--- src/rtl/uart_pkg.sv ---
// Shared types and constants for the UART command-frame parser.
package uart_pkg;

  typedef enum logic [2:0] {
    ST_IDLE   = 3'd0,
    ST_OP     = 3'd1,
    ST_ADDR   = 3'd2,
    ST_DATA_H = 3'd3,
    ST_DATA_L = 3'd4,
    ST_CSUM   = 3'd5
  } state_e;

  localparam int FRAME_LEN = 6;

  localparam logic [7:0] DEFAULT_HEADER = 8'hAA;

  // One byte-time on the line is 10 bit periods (start + 8 data + stop).
  function automatic logic [31:0] timeout_cycles(input logic [31:0] clk_freq,
                                                 input logic [31:0] baud,
                                                 input logic [31:0] bytes);
    return (clk_freq / baud) * 32'd10 * bytes;
  endfunction

endpackage

--- src/rtl/uart_frame_parser_if.sv ---
// Byte-in / command-out bus between the UART receive path and the frame parser.
interface uart_frame_parser_if;

  logic [7:0]  uart_rx_data;
  logic        uart_rx_done;
  logic        cmd_valid;
  logic [7:0]  cmd_op;
  logic [7:0]  cmd_addr;
  logic [15:0] cmd_data;
  logic        frame_err;
  logic        frame_timeout;
  logic        busy;

  // Byte source and command consumer.
  modport master (
    output uart_rx_data,
    output uart_rx_done,
    input  cmd_valid,
    input  cmd_op,
    input  cmd_addr,
    input  cmd_data,
    input  frame_err,
    input  frame_timeout,
    input  busy
  );

  // The parser itself.
  modport slave (
    input  uart_rx_data,
    input  uart_rx_done,
    output cmd_valid,
    output cmd_op,
    output cmd_addr,
    output cmd_data,
    output frame_err,
    output frame_timeout,
    output busy
  );

endinterface

--- src/rtl/uart_frame_parser.sv ---
// Assembles 6-byte AA/op/addr/dh/dl/csum frames; cmd_valid one cycle after the checksum strobe.
// No backpressure: every byte strobe is consumed the cycle it arrives.
module uart_frame_parser
  import uart_pkg::*;
#(
  parameter logic [31:0] CLK_FREQ      = 32'd50_000_000,
  parameter logic [31:0] UART_BAUD     = 32'd115200,
  parameter logic [31:0] TIMEOUT_BYTES = 32'd4,
  parameter logic [7:0]  HEADER        = DEFAULT_HEADER
) (
  input logic                clk_in,
  input logic                rst_in,
  uart_frame_parser_if.slave bus
);

  localparam logic [31:0] TIMEOUT_CYCLES = timeout_cycles(CLK_FREQ, UART_BAUD, TIMEOUT_BYTES);
  localparam int          CNT_W          = (TIMEOUT_CYCLES > 32'd2) ? $clog2(TIMEOUT_CYCLES) : 1;
  localparam logic [CNT_W-1:0] CNT_LAST  = CNT_W'(TIMEOUT_CYCLES - 32'd1);

  state_e           state_q;
  logic [7:0]       acc_q;
  logic [CNT_W-1:0] cnt_q;
  logic [7:0]       op_q;
  logic [7:0]       addr_q;
  logic [7:0]       data_h_q;
  logic [7:0]       data_l_q;
  logic             cmd_valid_q;
  logic [7:0]       cmd_op_q;
  logic [7:0]       cmd_addr_q;
  logic [15:0]      cmd_data_q;
  logic             frame_err_q;
  logic             frame_timeout_q;

  logic [7:0]       acc_d;
  logic [CNT_W-1:0] cnt_d;
  logic             csum_ok;
  logic             timeout_hit;

  always_comb begin
    acc_d       = acc_q + bus.uart_rx_data;
    cnt_d       = cnt_q + CNT_W'(1);
    csum_ok     = (bus.uart_rx_data == acc_q);
    // A byte landing on the expiry cycle takes priority over the timeout.
    timeout_hit = (state_q != ST_IDLE) && !bus.uart_rx_done && (cnt_q == CNT_LAST);
  end

  always_ff @(posedge clk_in) begin
    if (rst_in) begin
      state_q         <= ST_IDLE;
      acc_q           <= '0;
      cnt_q           <= '0;
      op_q            <= '0;
      addr_q          <= '0;
      data_h_q        <= '0;
      data_l_q        <= '0;
      cmd_valid_q     <= 1'b0;
      cmd_op_q        <= '0;
      cmd_addr_q      <= '0;
      cmd_data_q      <= '0;
      frame_err_q     <= 1'b0;
      frame_timeout_q <= 1'b0;
    end else begin
      cmd_valid_q     <= 1'b0;
      frame_err_q     <= 1'b0;
      frame_timeout_q <= 1'b0;

      if (bus.uart_rx_done) begin
        cnt_q <= '0;
        unique case (state_q)
          ST_IDLE: begin
            if (bus.uart_rx_data == HEADER) begin
              state_q <= ST_OP;
              acc_q   <= '0;
            end
          end
          ST_OP: begin
            op_q    <= bus.uart_rx_data;
            acc_q   <= acc_d;
            state_q <= ST_ADDR;
          end
          ST_ADDR: begin
            addr_q  <= bus.uart_rx_data;
            acc_q   <= acc_d;
            state_q <= ST_DATA_H;
          end
          ST_DATA_H: begin
            data_h_q <= bus.uart_rx_data;
            acc_q    <= acc_d;
            state_q  <= ST_DATA_L;
          end
          ST_DATA_L: begin
            data_l_q <= bus.uart_rx_data;
            acc_q    <= acc_d;
            state_q  <= ST_CSUM;
          end
          ST_CSUM: begin
            if (csum_ok) begin
              cmd_valid_q <= 1'b1;
              cmd_op_q    <= op_q;
              cmd_addr_q  <= addr_q;
              cmd_data_q  <= {data_h_q, data_l_q};
            end else begin
              frame_err_q <= 1'b1;
            end
            state_q <= ST_IDLE;
          end
          default: state_q <= ST_IDLE;
        endcase
      end else if (state_q == ST_IDLE) begin
        cnt_q <= '0;
      end else if (timeout_hit) begin
        state_q         <= ST_IDLE;
        frame_timeout_q <= 1'b1;
        cnt_q           <= '0;
      end else begin
        cnt_q <= cnt_d;
      end
    end
  end

  assign bus.cmd_valid     = cmd_valid_q;
  assign bus.cmd_op        = cmd_op_q;
  assign bus.cmd_addr      = cmd_addr_q;
  assign bus.cmd_data      = cmd_data_q;
  assign bus.frame_err     = frame_err_q;
  assign bus.frame_timeout = frame_timeout_q;
  assign bus.busy          = (state_q != ST_IDLE);

  a_flags_exclusive: assert property (@(posedge clk_in) disable iff (rst_in)
    $onehot0({cmd_valid_q, frame_err_q, frame_timeout_q}));

  a_state_in_range: assert property (@(posedge clk_in)
    int'(state_q) < FRAME_LEN);

endmodule
--- src/flat_wrapper.sv ---
// flat-port wrapper written by rule: the top's interface ports become plain ports
module uart_frame_parser_flat import uart_pkg::*;
#(
  parameter logic [31:0] CLK_FREQ      = 32'd50_000_000,
  parameter logic [31:0] UART_BAUD     = 32'd115200,
  parameter logic [31:0] TIMEOUT_BYTES = 32'd4,
  parameter logic [7:0]  HEADER        = DEFAULT_HEADER
)
  (clk_in, rst_in, bus_uart_rx_data, bus_uart_rx_done, bus_cmd_valid, bus_cmd_op, bus_cmd_addr, bus_cmd_data, bus_frame_err, bus_frame_timeout, bus_busy);
  uart_frame_parser_if bus_i ();
  input logic clk_in;
  input logic rst_in;
  input wire logic [$bits(bus_i.uart_rx_data)-1:0] bus_uart_rx_data;
  input wire logic [$bits(bus_i.uart_rx_done)-1:0] bus_uart_rx_done;
  output wire logic [$bits(bus_i.cmd_valid)-1:0] bus_cmd_valid;
  output wire logic [$bits(bus_i.cmd_op)-1:0] bus_cmd_op;
  output wire logic [$bits(bus_i.cmd_addr)-1:0] bus_cmd_addr;
  output wire logic [$bits(bus_i.cmd_data)-1:0] bus_cmd_data;
  output wire logic [$bits(bus_i.frame_err)-1:0] bus_frame_err;
  output wire logic [$bits(bus_i.frame_timeout)-1:0] bus_frame_timeout;
  output wire logic [$bits(bus_i.busy)-1:0] bus_busy;
  assign bus_i.uart_rx_data = bus_uart_rx_data;
  assign bus_i.uart_rx_done = bus_uart_rx_done;
  assign bus_cmd_valid = bus_i.cmd_valid;
  assign bus_cmd_op = bus_i.cmd_op;
  assign bus_cmd_addr = bus_i.cmd_addr;
  assign bus_cmd_data = bus_i.cmd_data;
  assign bus_frame_err = bus_i.frame_err;
  assign bus_frame_timeout = bus_i.frame_timeout;
  assign bus_busy = bus_i.busy;
  uart_frame_parser #(.CLK_FREQ(CLK_FREQ), .UART_BAUD(UART_BAUD), .TIMEOUT_BYTES(TIMEOUT_BYTES), .HEADER(HEADER)) u_core (.clk_in(clk_in), .rst_in(rst_in), .bus(bus_i));
endmodule
--- config.mk ---
export PLATFORM = sky130hd
export DESIGN_NAME = uart_frame_parser_flat
export DESIGN_NICKNAME = d
export VERILOG_FILES = /design/src/rtl/uart_pkg.sv /design/src/rtl/uart_frame_parser_if.sv /design/src/rtl/uart_frame_parser.sv /design/src/flat_wrapper.sv
export SDC_FILE = /design/constraint.sdc
export NUM_CORES = 1
export LEC_CHECK = 0
export CAP_MARGIN = 20
export CORE_ASPECT_RATIO = 1.4
export CORE_UTILIZATION = 30
export DETAILED_ROUTE_END_ITERATION = 7
export DONT_BUFFER_PORTS = 1
export GPL_ROUTABILITY_DRIVEN = 0
export PLACE_DENSITY = 0.45
export REMOVE_ABC_BUFFERS = 1
export SLEW_MARGIN = 20
export SYNTH_ARGS = -nofsm -noshare
export SYNTH_HDL_FRONTEND = slang
export SYNTH_SLANG_ARGS = --single-unit
export TNS_END_PERCENT = 10
--- constraint.sdc ---
create_clock -name clk_in -period 3.6 [get_ports clk_in]
set_input_delay 0.36 -clock clk_in [delete_from_list [all_inputs] [get_ports clk_in]]
set_output_delay 0.36 -clock clk_in [all_outputs]
set_load 0.05 [all_outputs]
==> run metrics, run 1 <==
run status=finished, final reports clean; Cell Chain, Critical Path=ha_1 -> nor4_1 -> and3_1 -> nor2b_2 -> buf_4 -> nand2_1 -> a21oi_1; vias in the first global route=about 2700; Clock Path Buffers=2; R2R depth=7; Buf/Inv on CP=1; initial antenna violation count=0; Cells after Synth=between 400 and 500; CP arrival=around 2.5 ns; Vias per Instance=4.897; share of layout cells above drive strength 1=under 10%; Post-Synth Simple-Gate Area=between 20% and 30%; Startpoint Class=flop; FF/Latch Area=1862 sq um; Max stage delay cell, worst path=nor2b_2; Clock Latency Late Sink=approximately 0.33 ns; total core area=around 12000 sq um; busiest layer in global routing=met2; first-pass GRT wire length=roughly 15 mm; Mapped Area=about 3800 sq um; power after layout=~2.0 mW; TritonCTS buffer count=9; nets=roughly 470; met1 usage=between 15 and 20%; Max-cap violations=0; IO buf count=0; Final Cycle Share=between 60% and 70%; GRT Total Usage=~14%; main combinational cell family by area after synthesis=simple AND/OR/NAND/NOR gates; leakage=~1.4 nW; global-route met2 utilization=about 24%; Slew Limit Fails=0; grt met3 use=under 10%; Netlist cell types=42; max incr delay on CP=about 0.46 ns; Synth top area share=49.53%; Seq/Total Area, Yosys=49.53%; largest net degree at the start of global routing=81; Most used DFF post-synth=dfxtp_1; Critical Path End Type=flop; P per Cell Area=477.2 nW/um^2; top cells by area, synth=dfxtp_1 (50%), nand2_1 (14%), a21oi_1 (9.6%); Detail Placement HPWL=about 6.2 mm; compound-cell area share of the yosys netlist=roughly an eighth; Hold Buf Count CTS=0; # resized after CTS=0; Fin. Hold Viols=0; area grow syn2layout=9.754%; EDFF count, synth=0; Die ar.=12990 sq um; DR DRC count=0; row cnt=48; Top delay family on crit path=simple AND/OR/NAND/NOR gates; syn avg cell area=between 8 and 9 sq um; crit path time final=approximately 2.2 ns; multi-input logic area=between 1500 and 2000 sq um; n_diodes=0; post-synthesis mux area share=less than 1%; Max FO, Critical Path=22; Ys Warns=0; async set-or-reset flop fraction in the synthesized netlist=0%; io pins=47; Die Y=~130 um; routed length per instance=roughly 15 um; XOR/XNOR share of the synthesized area=under 10%; Die W=just under 100 um; Hold Crit Class=input port to flop; filler instances=between 1000 and 1500; clk_skew=0.005272 ns; Overflow after GRT=0; total iterations of the first detailed-routing run=5; drt total wl=9.022 mm; TNS Setup=0 ns; final hold slack=about 0.10 ns; via count=between 2000 and 3000; Max Clock Freq=0.4454 GHz; RSZ-0062 raised after global routing=false; CTS tree=yes; H-tree Lvls=3; Slew @ Worst Pin=1.003 ns; register bit total from synthesis=93; Crit Path Category=flop to flop; setup violators final=0; Worst slew margin=between 30% and 40%; CTS Sinks=93; VDD IR-drop max=0.2168 mV; Worst path depth=7; CTS root buf=clkbuf_16; area share of fa/ha/maj cells after synthesis=3.196%; Clock transition at path regs=approximately 0.06 ns; Final Util=33.67%; postcts setup bufs=0; Critical Path RT=3.87 ns; drt initial violations=155; DRT antenna net count=0; initial core utilization=between 30% and 40%; Hold Path Cell Cnt=1; post-synth top area cell=dfxtp_1
## registers in the layout, summed over array words and instances (netlist names)
| register | count |
|---|---|
| u_core.acc_q | 8 |
| u_core.addr_q | 8 |
| u_core.bus.cmd_addr | 8 |
| u_core.bus.cmd_data | 16 |
| u_core.bus.cmd_op | 8 |
| u_core.bus.cmd_valid | 1 |
| u_core.bus.frame_err | 1 |
| u_core.bus.frame_timeout | 1 |
| u_core.cnt_q | 15 |
| u_core.data_h_q | 8 |
| u_core.data_l_q | 8 |
| u_core.op_q | 8 |
| u_core.state_q | 3 |
## power by group
part / total (mW) / internal [mW] / switching, mW
sequential: 1.03 / 1.03 / 0.000195
combinational: 0.0203 / 0.00996 / 0.0104
clock: 0.919 / 0.538 / 0.381
## layout by cell type (no fill, tap or decap), types with 7 or more instances in the layout
| master | Yosys | layout |
|---|---|---|
| a21oi_1 | 72 | 72 |
| clkbuf_16 | 0 | 9 |
| xnor2_1 | 8 | 8 |
| xor2_1 | 9 | 9 |
| nand2_1 | 141 | 141 |
| nor3_1 | 7 | 7 |
| dfxtp_1 | 93 | 93 |
| nor2_1 | 29 | 29 |
| nand3_1 | 10 | 10 |
| ha_1 | 8 | 8 |
## per-stage QoR
stage          setup WS [ns]  instances  instance area, sq um
3_3_place_gp           1.313        585                  3840
4_1_cts                1.299        601                  4125
5_1_grt                1.048        601                  4125
6_report               1.355        601                  4125
3_5_place_dp           1.260        585                  3840
2_1_floorplan          1.077        433                  3635
## final cells by class
class                      count  share of cell area (%)
clock buffer                  12                   5.732
inverter                       2                  0.1820
multi-input combinational    338                   42.86
tap                          150                   4.550
sequential                    93                   45.13
timing repair buffer           2                  0.3640
clock inverter                 4                   1.183
## path summary, 6_finish.rpt
path	start	slack, ns	to
worst max-delay path	u_core.acc_q[4]	1.35	u_core.bus.cmd_op[2]
worst min-delay path	rst_in	0.10	u_core.acc_q[2]
worst max register to register	u_core.acc_q[4]	1.35	u_core.bus.cmd_op[2]
worst min register to register	u_core.cnt_q[0]	0.44	u_core.cnt_q[0]
## cells in the mapped netlist (2+ instances only)
| cell type | n |
|---|---|
| a21o_1 | 2 |
| a21oi_1 | 72 |
| a22oi_1 | 5 |
| a31oi_1 | 3 |
| and3_1 | 5 |
| buf_2 | 6 |
| clkbuf_1 | 22 |
| dfxtp_1 | 93 |
| ha_1 | 8 |
| inv_1 | 2 |
| nand2_1 | 141 |
| nand3_1 | 10 |
| nand3b_1 | 2 |
| nand4_1 | 2 |
| nand4bb_1 | 3 |
| nor2_1 | 29 |
| nor2b_1 | 2 |
| nor3_1 | 7 |
| o21a_1 | 2 |
| o21ai_0 | 5 |
| or2_2 | 3 |
| or3_1 | 2 |
| or4_1 | 2 |
| xnor2_1 | 8 |
| xor2_1 | 9 |
## cells by family (layout without fill, tap and decap cells)
family                     count (synthesis)  after routing
AOI/OAI and AO/OA                         92             92
xor gates and xnor gates                  17             17
adders and majority gates                  9              9
buffers and inverters                     31             20
DFF                                       93             93
muxes                                      1              1
and+or+nand+nor                          219            219
## routing by layer
layer	routed length (um)	part of all wire [%]
met4	215	2.4
met3	319	3.5
met2	4505	50
met5	0	0
met1	3981	44
(Power assumes the default switching activity.)
==> inputs of run 2 (changes only) <==
--- a/config.mk
+++ b/config.mk
@@ -5,6 +5,7 @@
 export SDC_FILE = /design/constraint.sdc
 export NUM_CORES = 1
 export LEC_CHECK = 0
+export ABC_AREA = 1
 export CAP_MARGIN = 20
 export CORE_ASPECT_RATIO = 1.4
 export CORE_UTILIZATION = 30
==> constraint.sdc (replaced) <==
create_clock -name clk_in -period 2.19 [get_ports clk_in]
set_input_delay 0.219 -clock clk_in [delete_from_list [all_inputs] [get_ports clk_in]]
set_output_delay 0.219 -clock clk_in [all_outputs]
set_load 0.05 [all_outputs]
==> run 2 against run 1 <==
Against the previous run: the flow now finishes with violations (design-rule violations); sequential power rose by 68%; routed wire length fell by 3.1%; clock skew rose by 0.0033 ns; combinational power rose to 11 times the previous value; worst hold slack got worse by 0.085 ns; clock power rose by 81%; critical path type unchanged; critical endpoint is now u_core.cnt_q[11]; largest cell class unchanged.
==> run metrics, run 2 <==
Ys Warns=0; Cells after Synth=513; VDD IR-drop max=between 0.3 and 0.4 mV; vias in the first global route=2877; H-tree Lvls=3; CTS root buf=clkbuf_16; Mapped Area=3901 sq um; nets=531; leakage=1.637 nW; Critical Path End Type=flop; Clock transition at path regs=~0.060 ns; Fin. Hold Viols=0; top cells by area, synth=dfxtp_1 (48%), a21oi_1 (9.6%), nand2_1 (7.1%); Post-synth top cells=dfxtp_1 (93), a21oi_1 (75), nand2_1 (74); Startpoint Class=flop; EDFF count, synth=0; first-pass GRT wire length=about 14 mm; initial antenna violation count=0; most frequent cells in the layout=dfxtp_1 (93), a21oi_1 (75), nand2_1 (74), inv_1 (65), nor2_1 (51); Crit Path Category=flop to flop; Slew Limit Fails=0; register bit total from synthesis=93; initial core utilization=about 31%; IO buf count=0; share of layout cells above drive strength 1=around 7.0%; Max FO, Critical Path=15; Detail Placement HPWL=5.939 mm; largest net degree at the start of global routing=66; FF/Latch Area=~1900 sq um; crit path time final=1.842 ns; DR DRC count=2; Die W=98.38 um; total core area=12490 sq um; compound-cell area share of the yosys netlist=between 15 and 20%; Clock Path Buffers=2; main combinational cell family by area after synthesis=simple AND/OR/NAND/NOR gates; Max-cap violations=0; Vias per Instance=4.698; R2R Path Start=u_core.cnt_q[0]; n_diodes=0; TritonCTS buffer count=9; post-synthesis mux area share=0%; XOR/XNOR share of the synthesized area=1.347%; GRT Total Usage=a little over an eighth; P per Cell Area=829.4 nW/um^2; drt total wl=~8.7 mm; io pins=47; Critical Path RT=roughly 2.4 ns; Netlist cell types=28; Overflow after GRT=0; area grow syn2layout=11.71%; drt initial violations=around 170; post-synth top area cell=dfxtp_1; commonest non-fill, non-tap cell in the layout=dfxtp_1; total iterations of the first detailed-routing run=8; Die Y=roughly 140 um; Largest register FFs=16; Post-Synth Simple-Gate Area=just over 20%; # resized after CTS=0; Most used DFF post-synth=dfxtp_1; CP endpoint=u_core.cnt_q[11]; postcts setup bufs=0; routed length per instance=around 13 um; r2r setup slk=0.35 ns; Final Cycle Share=between 80% and 90%; Synth top area share=between 40% and 50%; CP arrival=about 2.1 ns; Max Clock Freq=between 0.5 and 0.6 GHz; count leader, synth=dfxtp_1; failing checks=design-rule violations; area share of fa/ha/maj cells after synthesis=3.079%; multi-input logic area=between 1500 and 2000 sq um; Worst slew margin=around two fifths; R2R depth=8; row cnt=48; via count=roughly 3100; CTS tree=yes; clk_skew=between 0.008 and 0.009 ns; TNS Setup=0 ns; Die ar.=roughly 13000 sq um; Critical R2R Capture=u_core.cnt_q[11]; syn avg cell area=around 7.6 sq um; setup violators final=0; RSZ-0062 raised after global routing=false; Slew @ Worst Pin=between 0.9 and 1 ns; DRT antenna net count=0; Hold Crit Class=input port to flop; beginning of the critical path=u_core.cnt_q[0]; CTS Sinks=between 90 and 100; final hold slack=0.01732 ns; Clock Latency Late Sink=around 0.34 ns; Seq/Total Area, Yosys=between 40% and 50%; async set-or-reset flop fraction in the synthesized netlist=0%; run status=finished, violations left; filler instances=between 1000 and 1500
-- run 2: changes by cell type in the layout (fill, tap and decap cells not counted), sizes merged, moves of 4 or more --
cell / change
xnor2: -6
xor2: -5
nor3: +11
inv: +67
nand3: +14
a22oi: -5
buf: +4
o21ai: +53
nand2: -64
nor2: +23
and3: -5
-- run 2: stage by stage --
step                      setup WS, ns  power [mW]  util [%]  cell area [sq um]  instances
final                           0.3484       3.614     34.89               4358        666
after detailed placement        0.3067       1.981     32.20               4023        648
after global routing           0.06173       3.758     34.89               4358        666
after floorplan                -0.5358       1.924         -               3772        492
after CTS                       0.2998       3.673     34.89               4358        666
after global placement          0.3718       1.978     32.20               4023        648
-- run 2: how the worst min path moves through the flow --
stage,start,endpoint,depth (start not counted)
after global routing,bus_uart_rx_data[1],u_core.data_h_q[1],2
after CTS,bus_uart_rx_data[3],u_core.data_h_q[3],2
after detailed placement,rst_in,u_core.acc_q[3],1
after floorplan,rst_in,u_core.acc_q[0],1
final,bus_uart_rx_data[5],u_core.op_q[5],2
after global placement,rst_in,u_core.acc_q[7],1
-- run 2: final cells by class --
type,count,area share [%]
clock buffers,10,5.254
clock inverters,6,1.981
inverters,68,5.857
multi-input cells,331,38.10
flip-flops and latches,93,42.72
well taps,150,4.307
repair buffers,8,1.780
-- run 2: cell families after synthesis --
family / Yosys count
simple gates: 181
compound gates: 135
flops: 93
buf+inv: 89
fa+ha+maj: 9
xor+xnor: 6
-- run 2: where the power goes --
group          internal [mW]  switching [mW]  total, mW
logic                 0.0669           0.151      0.217
clock network           1.00           0.663       1.66
registers               1.71          0.0185       1.73
-- run 2: per-layer routing --
| layer | share of wire (%) | track usage (%) | vias to the layer above |
|---|---|---|---|
| met5 | 0 | 0 | - |
| met4 | 1.2 | 6.219 | 0 |
| met3 | 3.6 | 3.371 | 7 |
| met2 | 48 | 23.24 | 37 |
| met1 | 47 | 16.03 | 1430 |
| li1 | - | - | 1655 |
-- run 2: critical path: stages (launching register included) --
cell and delay [ns]:
dfxtp_1 0.32, ha_1 0.21, nand2_1 0.10, inv_1 0.07, nand2_1 0.07, nor2_1 0.06, nand2_1 0.05, nand4_1 0.51
nor3_1 0.34
-- run 2: repair_timing --
action | in CTS | in global routing
setup endpoints to repair | 0 | 0
hold buffers | 2 | 0
hold endpoints to repair | 20 | 0
